===== src/rtl/ahb2apb_pkg.sv =====
// Shared definitions for the AHB-to-APB bridge transfer scheduler.
// Holds the FSM state encoding, HSIZE codes and the winner-selection rule.
package ahb2apb_pkg;

  typedef enum logic [1:0] {
    IDLE  = 2'd0,
    START = 2'd1,
    WAIT  = 2'd2
  } state_e;

  localparam logic [2:0] HSIZE_BYTE = 3'd0;
  localparam logic [2:0] HSIZE_HALF = 3'd1;
  localparam logic [2:0] HSIZE_WORD = 3'd2;

  // With both sides pending, the priority side wins unless the fairness limit is hit.
  function automatic logic pick_write(input logic rd_pend,
                                      input logic wr_pend,
                                      input logic read_prio,
                                      input logic limit);
    if (!rd_pend) return 1'b1;
    if (!wr_pend) return 1'b0;
    return read_prio ? limit : !limit;
  endfunction

endpackage


===== src/rtl/ahb2apb_fair_cnt.sv =====
// Saturating count of consecutive priority-side grants taken while the other side waited.
// With MAX_CONSEC=0 the count is held at zero and the limit never fires.
module ahb2apb_fair_cnt #(
  parameter int MAX_CONSEC = 4
) (
  input  logic hclk,
  input  logic rst_n,
  input  logic inc,
  input  logic clr,
  output logic o_limit
);

  localparam int CW = (MAX_CONSEC > 0) ? $clog2(MAX_CONSEC + 1) : 1;

  logic [CW-1:0] cnt_q;
  logic [CW-1:0] cnt_d;

  assign o_limit = (MAX_CONSEC != 0) && (cnt_q == CW'(MAX_CONSEC));

  always_comb begin
    cnt_d = cnt_q;
    if ((MAX_CONSEC == 0) || clr) begin
      cnt_d = '0;
    end else if (inc && !o_limit) begin
      cnt_d = cnt_q + CW'(1);
    end
  end

  always_ff @(posedge hclk or negedge rst_n) begin
    if (!rst_n) begin
      cnt_q <= '0;
    end else begin
      cnt_q <= cnt_d;
    end
  end

endmodule


===== src/rtl/ahb2apb_xfer_sched.sv =====
// Transfer scheduler: arbitrates a pending AHB read against the posted-write FIFO head,
// latches the winner and keeps exactly one APB transfer in flight.
module ahb2apb_xfer_sched
  import ahb2apb_pkg::*;
#(
  parameter int AHB_AW        = 32,
  parameter int READ_PRIORITY = 0,
  parameter int MAX_CONSEC    = 4
) (
  input  logic              hclk,
  input  logic              rst_n,
  input  logic              i_hready,
  input  logic              i_read_req,
  input  logic [AHB_AW-1:0] i_haddr_read,
  input  logic [2:0]        i_hsize_read,
  input  logic              i_fifo_empty,
  input  logic [AHB_AW-1:0] i_haddr_write,
  input  logic [2:0]        i_hsize_write,
  input  logic              i_xfer_done,
  output logic              o_start_transfer,
  output logic              o_hwrite,
  output logic [AHB_AW-1:0] o_haddr,
  output logic [2:0]        o_hsize,
  output logic              o_fifo_pop,
  output logic              o_read_grant,
  output logic              o_busy
);

  localparam logic READ_PRIO = (READ_PRIORITY != 0);

  state_e            state_q, state_d;
  logic [AHB_AW-1:0] haddr_q, haddr_d;
  logic [2:0]        hsize_q, hsize_d;
  logic              hwrite_q, hwrite_d;

  logic rd_pend, wr_pend, both_pend, arb;
  logic win_write, prio_win;
  logic cnt_inc, cnt_clr, cnt_limit;

  always_comb begin
    rd_pend   = i_read_req;
    wr_pend   = !i_fifo_empty;
    both_pend = rd_pend && wr_pend;
    arb       = (state_q == IDLE) && i_hready && (rd_pend || wr_pend);
    win_write = pick_write(rd_pend, wr_pend, READ_PRIO, cnt_limit);
    prio_win  = (win_write != READ_PRIO);
    cnt_inc   = arb && both_pend && prio_win;
    cnt_clr   = arb && !prio_win;
  end

  ahb2apb_fair_cnt #(
    .MAX_CONSEC (MAX_CONSEC)
  ) u_fair_cnt (
    .hclk    (hclk),
    .rst_n   (rst_n),
    .inc     (cnt_inc),
    .clr     (cnt_clr),
    .o_limit (cnt_limit)
  );

  // Requests are only looked at in IDLE, so done and a new request never short-circuit.
  always_comb begin
    state_d  = state_q;
    haddr_d  = haddr_q;
    hsize_d  = hsize_q;
    hwrite_d = hwrite_q;
    case (state_q)
      IDLE: begin
        if (arb) begin
          state_d  = START;
          hwrite_d = win_write;
          haddr_d  = win_write ? i_haddr_write : i_haddr_read;
          hsize_d  = win_write ? i_hsize_write : i_hsize_read;
        end
      end
      START: state_d = WAIT;
      WAIT: begin
        if (i_xfer_done) state_d = IDLE;
      end
      default: state_d = IDLE;
    endcase
  end

  always_ff @(posedge hclk or negedge rst_n) begin
    if (!rst_n) begin
      state_q  <= IDLE;
      haddr_q  <= '0;
      hsize_q  <= HSIZE_BYTE;
      hwrite_q <= 1'b0;
    end else begin
      state_q  <= state_d;
      haddr_q  <= haddr_d;
      hsize_q  <= hsize_d;
      hwrite_q <= hwrite_d;
    end
  end

  assign o_start_transfer = (state_q == START);
  assign o_fifo_pop       = o_start_transfer && hwrite_q;
  assign o_read_grant     = o_start_transfer && !hwrite_q;
  assign o_busy           = (state_q != IDLE);
  assign o_hwrite         = hwrite_q;
  assign o_haddr          = haddr_q;
  assign o_hsize          = hsize_q;

endmodule

===== config.mk =====
export PLATFORM = sky130hd
export DESIGN_NAME = ahb2apb_xfer_sched
export DESIGN_NICKNAME = d
export VERILOG_FILES = /design/src/rtl/ahb2apb_pkg.sv /design/src/rtl/ahb2apb_fair_cnt.sv /design/src/rtl/ahb2apb_xfer_sched.sv
export SDC_FILE = /design/constraint.sdc
export NUM_CORES = 1
export LEC_CHECK = 0
export CAP_MARGIN = 10
export CORE_MARGIN = 2
export CORE_UTILIZATION = 42
export DETAILED_ROUTE_END_ITERATION = 7
export PLACE_DENSITY = 0.89
export SLEW_MARGIN = 5
export SYNTH_ARGS = -nofsm -noshare
export SYNTH_HDL_FRONTEND = slang
export SYNTH_SLANG_ARGS = --single-unit

===== constraint.sdc =====
create_clock -name hclk -period 3.66 [get_ports hclk]
set_input_delay 0.366 -clock hclk [delete_from_list [all_inputs] [get_ports hclk]]
set_output_delay 0.366 -clock hclk [all_outputs]
set_load 0.05 [all_outputs]

==> results.md <==
- Status: finished clean
- Final Slew Violations: 0
- Post-route antenna net violation count: 0
- FF+latch count, synth: 41
- Nets: 415
- Min cycle time layout: 2.29 ns
- Slew headroom: 19.2%
- Syn Nets: 313
- Slowest-stage cell, CP: clkdlybuf4s50_1
- Gate power share: 58.5%
- Clock latency at the later pin of the worst-skew pair: 0.29 ns
- Slew @ Worst Pin: 1.21 ns
- Utilization after layout: 69.8%
- Vias in the first global route: 2,257
- Delay of the slowest critical-path stage: 0.79 ns
- Htree depth: 2
- Synth Area in Adders: 1.19%
- Tot Pwr: 2.57 mW
- Number of remaining DRC errors: 0
- Met2 wire length: 3410 um
- Routability cong.: 0.726
- Mux share of post-synthesis cell area: 0%
- Pwr dens: 773 nW/um2
- Crit path cell chain: nand2b_1 > inv_1 > and2_1 > clkdlybuf4s50_1
- Non-Filler Instances: 404
- Mapped Area: 2100 um2
- Worst reg2reg setup slack: 1.54 ns
- Placed Instance Area: 3230 um2
- Clock Path Buffers: 2
- Synth Area in Compound Gates: 29.5%
- Largest net degree at the start of global routing: 42
- Chip Height: 74.7 um
- Routed vias/inst: 5.67
- Fin worst setup slack: 1.37 ns
- Xor and xnor area share after synthesis: 0%
- RSZ-0062 raised after global routing: false
- Antenna violations before repair: 0
- Drt pass-1 iters: 4
- Worst endpoint required time: 3.29 ns
- Max-cap violations: 0
- Hold WC Path Type: in -> async
- Placed Cells: 397
- CP Capture Type: output port
- Met1 wire length: 2550 um
- Combinational family with the most area after synthesis: compound AO/OA/AOI/OAI gates
- CTS Buf Count: 5
- Post-synthesis sequential area ratio: 48.9%
- Total wire length: 6580 um
- Setup TNS after final layout: 0 ns
- Startpoint Class: flip-flop
- Hold WS: 0.209 ns
- Port-buffer cells: 115
- CP arrival: 1.93 ns
- Final Cycle Share: 62.6%
- Ant. Diodes: 0
- Die W: 74.7 um
- Initial DRC count: 172
- # Post-CTS Setup Buffers: 0
- Crit path max fanout: 5
- Sw frac: 48.9%
- Static Leakage: 1.27 nW
- Post-Synth Simple-Gate Area: 13.4%
- Final Hold Viols: 0
- Design area: 3320 um2
- Yosys cell types: 26
- Grt ovf: 0
- Clk root buf: clkbuf_8
- Final setup vio count: 0
- Syn. warnings: 0
- DR WL/cell: 16.3 um
- Total track usage: 23.7%
- Vias: 2,289
- Seq pwr share: 29.9%
- First-pass GRT wire length: 10,200 um
- Fmax: 436 MHz
- Post-Place Worst Slack: 1.36 ns
- DP Wirelength: 4460 um
- Share of cells above drive strength 1: 4.75%
- Post-CTS Hold Buffers: 0
- Synthesis-to-layout area growth: 58.3%
- Switching pwr: 1.26 mW
- Worst VDD drop: 0.422 mV
- Num rows: 25
- Post-Syn Instances: 235
- Post-Syn Area per Cell: 8.92 um2
- Die footprint: 5570 um2
- CTS tree: done
- Crit Path Category: reg -> out
- Clock network fraction of total power: 11.6%
- Core Box Area: 4750 um2
- Ports: 116
- Internal: 1.31 mW
- Wire length on met3: 459 um
- Cts repair resizes: 0
- Clock Skews: 0.00693 ns
- Number of fill cells: 432
- Highest routing layer actually used: met4
- Initial core utilization: 44.1%
- Total clock sinks: 41
- Clk pin slew, worst setup/hold paths: 0.08 ns
==> cell type report <==
cell class	count	area [um2]	area share, %
well taps	67	83.8	2.53
flip-flops and latches	41	1030	30.9
repair buffers	120	1180	35.7
multi-input cells	165	925	27.9
clock buffers	7	86.3	2.60
inverters	4	15.0	0.452
==> sequential cells by signal (all words and copies together) (netlist names) <==
name,count
o_haddr,32
state_q,2
o_hwrite,1
o_hsize,3
u_fair_cnt.cnt_q,3
==> routing by layer <==
layer  global-route usage [%]  up-vias
li1                         -     1079
met1                     26.0     1074
met2                     44.4      118
met3                     5.22       18
met4                     9.13        0
met5                        0        -
==> cells in the mapped netlist (all sizes together) <==
library cell | count | area (um2)
a31oi | 36 | 225
clkbuf | 11 | 41.3
nor4b | 2 | 17.5
o21ai | 36 | 180
a21oi | 37 | 189
dfrtp | 41 | 1030
nor2 | 2 | 7.51
ha | 2 | 25.0
nand4bb | 1 | 11.3
and2 | 2 | 12.5
or2 | 1 | 6.26
inv | 4 | 15.0
nand3 | 35 | 175
a211o | 1 | 8.76
nand2b | 2 | 12.5
nor3 | 1 | 5.00
nor3b | 1 | 18.8
a21o | 2 | 15.0
nand2 | 4 | 15.0
buf | 14 | 90.1
==> critical path, delay by kind of cell (launching register included) <==
family                 cells  cell delay (ns)
buffers and inverters      2             0.87
DFF                        1             0.44
and+or+nand+nor            2             0.32
==> worst paths after layout <==
path / cells after the start / to / start
worst min-delay path: 1 / state_q[1] / rst_n
worst min register to register: 2 / u_fair_cnt.cnt_q[1] / u_fair_cnt.cnt_q[1]
worst max register to register: 5 / o_haddr[0] / u_fair_cnt.cnt_q[0]
min in group hclk: 2 / u_fair_cnt.cnt_q[1] / u_fair_cnt.cnt_q[1]
max in group asynchronous: 1 / o_haddr[14] / rst_n
worst max-delay path: 4 / o_fifo_pop / state_q[1]
==> kinds of logic after synthesis <==
| group | Yosys count |
|---|---|
| adder cells (fa/ha/maj) | 2 |
| flip-flops | 41 |
| AO/OA/AOI/OAI | 112 |
| AND/OR/NAND/NOR | 51 |
| buffers and inverters | 29 |
==> power by group through the flow <==
stage	Clock [mW]	Sequential, mW	Combinational [mW]
after floorplan	0	1.36	0.379
after global placement	0	0.762	1.48
after detailed placement	0	0.773	1.50
after CTS	0.303	0.766	1.51
after global routing	0.318	0.787	1.58
final	0.297	0.768	1.50
==> cell usage in the layout (no fill, tap or decap), drive strengths merged <==
| master | netlist | layout |
|---|---|---|
| buf | 14 | 6 |
| nor3 | 1 | 1 |
| and2 | 2 | 2 |
| a31oi | 36 | 36 |
| a21o | 2 | 2 |
| ha | 2 | 2 |
| dfrtp | 41 | 41 |
| nand4bb | 1 | 1 |
| or2 | 1 | 1 |
| nand3 | 35 | 35 |
| nand2 | 4 | 4 |
| inv | 4 | 4 |
| o21ai | 36 | 36 |
| nand2b | 2 | 2 |
| clkdlybuf4s50 | 0 | 114 |
| clkbuf | 11 | 7 |
| nor3b | 1 | 1 |
| a211o | 1 | 1 |
| a21oi | 37 | 37 |
| nor4b | 2 | 2 |
| nor2 | 2 | 2 |
Power figures use the tool's default switching activity.
